==> config.mk <==
export PLATFORM = sky130hd
export DESIGN_NAME = relay_bank
export DESIGN_NICKNAME = d
export VERILOG_FILES = /design/src/rtl/relay_bank.sv
export SDC_FILE = /design/constraint.sdc
export NUM_CORES = 1
export LEC_CHECK = 0
export CORE_MARGIN = 2
export CORE_UTILIZATION = 34
export CTS_BUF_LIST = sky130_fd_sc_hd__clkbuf_8 sky130_fd_sc_hd__clkbuf_16
export DETAILED_ROUTE_END_ITERATION = 12
export HOLD_SLACK_MARGIN = 0.05
export PLACE_DENSITY = 0.72
export SLEW_MARGIN = 20
export SYNTH_ARGS = -nofsm -noshare
export SYNTH_HDL_FRONTEND = slang
export SYNTH_SLANG_ARGS = --single-unit
==> constraint.sdc <==
create_clock -name clk -period 2.3 [get_ports clk]
set_input_delay 0.46 -clock clk [delete_from_list [all_inputs] [get_ports clk]]
set_output_delay 0.46 -clock clk [all_outputs]
set_load 0.005 [all_outputs]
==> src/rtl/relay_bank.sv <==
// relay_bank: multi-lane hysteretic switch controller.
// Each lane has a dwell lockout and a force override.
module relay_bank #(
    parameter int CHANNELS = 4,
    parameter int WIDTH    = 12,
    parameter int VT       = 2048,
    parameter int VH       = 128,
    parameter int DWELL    = 16,
    parameter bit INIT     = 1'b0
) (
    input  logic                      clk,
    input  logic                      rst,
    input  logic                      in_valid,
    input  logic [CHANNELS*WIDTH-1:0] in_data,
    input  logic [CHANNELS-1:0]       force_en,
    input  logic [CHANNELS-1:0]       force_val,
    output logic [CHANNELS-1:0]       sw_on,
    output logic [CHANNELS-1:0]       sw_edge,
    output logic [CHANNELS-1:0]       busy
);

    localparam int CW = (DWELL > 0) ? $clog2(DWELL + 1) : 1;

    // One extra bit so VT+VH can reach the full code range without wrap
    localparam logic [WIDTH:0] HI = (WIDTH + 1)'(VT + VH);
    localparam logic [WIDTH:0] LO = (WIDTH + 1)'(VT - VH);

    localparam logic [CW-1:0] DWELL_LD = CW'(DWELL);
    localparam logic [CW-1:0] ONE      = CW'(1);

    typedef enum logic {
        OFF = 1'b0,
        ON  = 1'b1
    } state_t;

    localparam state_t RST_STATE = INIT ? ON : OFF;

    if (VH > VT || VT + VH > (1 << WIDTH) - 1) begin : g_bad_params
        $error("relay_bank: thresholds VT/VH out of range");
    end

    for (genvar i = 0; i < CHANNELS; i++) begin : g_lane

        state_t          state_q;
        state_t          state_d;
        logic [CW-1:0]   cnt_q;
        logic [CW-1:0]   cnt_d;
        logic            edge_q;
        logic            edge_d;
        logic [WIDTH:0]  sample;
        logic            idle;

        assign sample = {1'b0, in_data[i*WIDTH +: WIDTH]};
        assign idle   = (cnt_q == '0);

        always_ff @(posedge clk) begin
            if (rst) begin
                state_q <= RST_STATE;
                cnt_q   <= '0;
                edge_q  <= 1'b0;
            end else begin
                state_q <= state_d;
                cnt_q   <= cnt_d;
                edge_q  <= edge_d;
            end
        end

        always_comb begin
            state_d = state_q;
            edge_d  = 1'b0;
            cnt_d   = idle ? '0 : cnt_q - ONE;

            unique case (state_q)
                OFF: begin
                    if (in_valid && idle && sample > HI)
                        state_d = ON;
                end
                ON: begin
                    if (in_valid && idle && sample < LO)
                        state_d = OFF;
                end
                default: state_d = state_q;
            endcase

            // Override beats comparator and lockout alike
            if (force_en[i])
                state_d = force_val[i] ? ON : OFF;

            if (state_d != state_q) begin
                edge_d = 1'b1;
                cnt_d  = DWELL_LD;
            end
        end

        assign sw_on[i]   = (state_q == ON);
        assign sw_edge[i] = edge_q;
        assign busy[i]    = !idle;

    end

endmodule
* After elaboration in Yosys (flattened, before gate mapping)
Index checks and enable logic that the tools add are counted.
** Word-level totals
- Bits in registers :: 28
- Output and inout port bits :: 12
** Operators by class
- Add/sub/neg operators :: 4
- $lt $le $gt $ge :: 8
- Eq/ne operators :: 4
- Mux-type cells :: 32
- Bitwise operators :: 4
- Reduce and logical (&&, ||, !) cells :: 24
** Operators by type and width (number)
- $gt A12 B12 Y1 const B :: 4
- $lt A12 B11 Y1 const B :: 4
- $mux W5 :: 8
- $logic_not A5 Y1 :: 4
- $mux W1 :: 20
- $sub A5 B1 Y5 const B :: 4
- $logic_and A1 B1 Y1 :: 12
- $reduce_or A3 Y1 :: 4
- $pmux W1 S2 :: 4
- $logic_not A1 Y1 :: 4
- $ne A1 B1 Y1 :: 4
- $not A1 Y1 :: 4

* Depth between registers and ports, before layout
- Word-level depth :: 8
- Depth in mapped cells :: 6

* Worst setup path before layout
OpenSTA, ideal clock, no wires.
- Path type :: input-to-reg
- From :: in in_data[10]
- To :: reg g_lane[0].state_q
- Library setup time :: 0.130 ns
- Data arrival time :: 1.374 ns
- Data required time :: 2.170 ns
- Slack :: 0.795 ns
- Cell stages on the path :: 4
- Path through :: or4_1 > and4_1 > a21oi_1 > o22ai_1
** On the way
- Word-level cells in the longest chain between the ends :: 5
- Elaborated cells between the ends (all ways) :: 8
- Those cells by class :: 2 x order compare; 4 x mux; 2 x reduce/logical
** RTL lines
- start, declared :: RTL line 14 : input logic [CHANNELS*WIDTH-1:0] in_data,
- $lt A12 B11 Y1 or $gt A12 B12 Y1 (tied branches) :: RTL line 79, 75
- $logic_and A1 B1 Y1, on equally long branches :: RTL line 79, 75
- $mux W1, on equally long branches :: RTL line 79, 75
- $pmux W1 S2 (*) :: RTL line 73 : unique case (state_q)
- $mux W1 (*) :: RTL line 86 : if (force_en[i])
- end signal, assigned :: RTL line 62 : state_q <= state_d;
- end, declared :: RTL line 44 : state_t state_q;
Mark *: on every way between the ends. The rest lies on a longest branch, timed or not.
A chain may end at the register's enable or synchronous reset.

* Worst setup path in the final report
- From :: reg g_lane[1].cnt_q[0]
- To :: out busy[1]
** On the way
- Word-level cells in the longest chain between the ends :: 2
** RTL lines
- start, declared :: RTL line 46 : logic [CW-1:0] cnt_q;
- start signal, assigned :: RTL line 63 : cnt_q <= cnt_d;
- $logic_not A5 Y1 :: RTL line 54 : assign idle = (cnt_q == '0);
- $logic_not A1 Y1 :: RTL line 97 : assign busy[i] = !idle;
- end, declared :: RTL line 19 : output logic [CHANNELS-1:0] busy
No other way between the ends.

==> run summary <==
Including well taps, the total number of placed cells is 313. Leading cell type in the layout, fill and taps excluded: sky130_fd_sc_hd__clkdlybuf4s50_1. The run gives 0 as the number of antenna repair diodes. Yosys printed 0 warnings. The worst register-to-register path has a depth of 6. The class of the tightest hold or removal check was register to register. The later pin in the worst-skew pair is clocked with a latency of 0.28 ns. The remaining antenna violation count came out at 0. For the pin with the worst max-slew slack, the measured transition is 0.422 ns.

The floorplan step set the die height to 73.2 um. OpenSTA, run right after detailed placement, puts the worst setup slack at 0.294 ns. At the worst endpoint, the arrival time is 1.67 ns. For this run, the detailed router's first-pass iteration total came to 4.

Summed over all layers, the routed wires come to 3670 um. The run gives 1.84 ns as the required time of the critical path. Summing the sequential cell areas from Yosys gives 34.4% of the chip area. The number of clock buffers added by TritonCTS is 3. The tools report the largest net degree at the start of global routing as 16. The finished layout cell area is 0.00239 mm^2, and the time the worst path needs with I/O delays and setup is 2.13 ns. Measured against its own limit, the worst slew margin works out to 71.6%. The logs give 0.776 for the last weighted congestion value of the routability-driven placer and 0 for the post-CTS setup buffer count.

The first global-routing pass estimated 6550 um of wire. Post-CTS repair changed the size of 0 cells. The worst path uses 92.8% of the clock period. The average vias per placed instance came out at 4.94. The run gives 1597 as the number of global-route vias before repair. In this run the standard cell core region covers 0.00466 mm^2. In this run, the number of DRC markers left after iteration 0 of detailed routing was 37. For this design the top-level I/O count stands at 71. Synthesis produced a netlist with a net count of 265. For the total grt overflow, the log shows 0.

In the final timing run, aggregate negative setup slack is 0 ns. The count of cells along the worst hold path works out to 1. TritonCTS built the clock tree. After clock tree synthesis, the clock-pin slew on the worst setup and hold paths is 0.09 ns.

The net count of the finished layout is 331. The endpoint type of the worst setup path was a primary output. The critical path is of the register to primary output type. The post-detailed-placement half-perimeter wirelength was 3020 um; the peak clock frequency supported by timing was 468 MHz. For this configuration, the core starts out at a cell density of 35.0%. For the max-capacitance violation count, the log shows 0. The run gives 1 as the H-tree depth reported by CTS.

The clock passes through at most 2 buffers. After synthesis, the netlist uses 26 different library cells. Averaged over all synthesized cells, the footprint is 8.23 um^2. The count of port buffers added during placement works out to 70. The tools report the number of hold violations in the final report as 0.

Once layout is complete, the utilization of the core stands at 51.4%. Counting flops and latches in the post-synthesis netlist gives 28. Setup repair after global routing left no endpoint under its margin. In the layout the commonest cells are 70 x sky130_fd_sc_hd__clkdlybuf4s50_1, 35 x sky130_fd_sc_hd__nor2_1, 28 x sky130_fd_sc_hd__dfxtp_1, 18 x sky130_fd_sc_hd__nand2_1, 13 x sky130_fd_sc_hd__inv_1. The count of placed standard cells in the final layout, fillers left out was 317. For the initial antenna violation count, the log shows 0. For the quantity of hold-fixing buffers added after cts, the log shows 0.

The logs give 0.449 ns for the worst-case hold slack and 1565 for the number of vias after detailed routing. On the final layout, the worst clock skew is 0.00162 ns. The count of final setup violators was 0. In the final layout, the share of cells above drive strength 1 is 3.80%. The leakage component of the power was 0.929 nW. Along the worst path, the maximum fanout reaches 4. The die width was 73.2 um; the overall track demand over capacity in global routing was 15.5%. The run finished with clean final reports.

The total power came out at 2.30 mW. The die covers 0.00536 mm^2. For the max-slew violation count, the log shows 0.

Summing all placed instances gives a cell area of 0.00234 mm^2. Clock tree synthesis selected as its root buffer the cell sky130_fd_sc_hd__clkbuf_8. Synthesis handed over a netlist of 198 instances. The kind of launch point of the worst setup path is a register. In this run the power density over the cells is 961 mW/mm^2.

The worst-case IR drop observed on VDD is 434 uV. For the remaining routing DRC violations, the log shows 0. The worst path meets setup with 0.165 ns of slack.

The mapped netlist covers 0.00163 mm^2. In the final routed layout, each cell accounts on average for 11.6 um. The total number of placement rows is 25, and the layout overhead on the synthesized area is 46.8%.

Counting every sink on the clock net gives 28. Across all register-to-register paths, the minimum setup slack is 0.80 ns.
[where the power goes]
| part | internal (mW) | switching, mW | leakage, nW |
|---|---|---|---|
| clock | 0.154 | 0.157 | 0.0288 |
| combinational | 0.696 | 0.501 | 0.669 |
| sequential | 0.642 | 0.151 | 0.231 |
| total | 1.49 | 0.809 | 0.929 |
[layer usage]
metal	global-route usage [%]	share of wire (%)
met1	16.8	43
met2	28.9	49
met4	5.56	1.4
met5	0	0
met3	3.59	6.4
[final cells by class]
| type | count | area [um^2] |
|---|---|---|
| multi-input cells | 147 | 953 |
| flip-flops and latches | 28 | 561 |
| fillers | 440 | 2270 |
| repair buffers | 71 | 708 |
| inverters | 13 | 48.8 |
| clock buffers | 4 | 55.1 |
| well taps | 54 | 67.6 |
[worst paths after layout]
| path | startpoint | end |
|---|---|---|
| setup / recovery | g_lane[1].cnt_q[0] | busy[1] |
| hold / removal | g_lane[3].cnt_q[0] | g_lane[3].cnt_q[0] |
| hold reg to reg | g_lane[3].cnt_q[0] | g_lane[3].cnt_q[0] |
| setup reg to reg | g_lane[2].cnt_q[0] | g_lane[2].cnt_q[4] |
[kinds of logic (layout without fill, tap and decap cells)]
logic type	Yosys count	after routing	synth area share, %
AND/OR/NAND/NOR	102	102	35.9
flip-flops	28	28	34.4
buffers and inverters	23	88	7.14
AO/OA/AOI/OAI	21	21	7.52
XOR/XNOR	12	12	6.45
adder cells (fa/ha/maj)	8	8	6.14
multiplexers	4	4	2.46
[critical path, stage by stage, from the launching register on]
cell	delay (ns)
sky130_fd_sc_hd__dfxtp_1	0.34
sky130_fd_sc_hd__inv_1	0.08
sky130_fd_sc_hd__ha_1	0.18
sky130_fd_sc_hd__nor4b_4	0.28
sky130_fd_sc_hd__inv_1	0.07
sky130_fd_sc_hd__clkdlybuf4s50_1	0.46
[flip-flops by register name (all words and copies together), names as in the netlist]
name	cells
g_lane.edge_q	4
g_lane.cnt_q	20
g_lane.state_q	4
[synth_stat cells (all sizes together)]
master	number	area [um^2]
or4	4	30.0
buf	8	60.1
xnor2	9	78.8
o22ai	4	25.0
mux2i	4	40.0
nand2	18	67.6
o21a	3	22.5
and4	5	46.3
nor2	35	131
nor3	8	40.0
nor4	4	25.0
ha	8	100
o21ai	2	10.0
a31oi	4	25.0
dfxtp	28	561
nand4	7	43.8
nor4b	8	130
nand3	8	40.0
inv	13	48.8
a21oi	8	40.0
xor2	3	26.3
or3	1	6.26
nor2b	4	25.0
clkbuf	2	7.51
(Power assumes the default switching activity.)
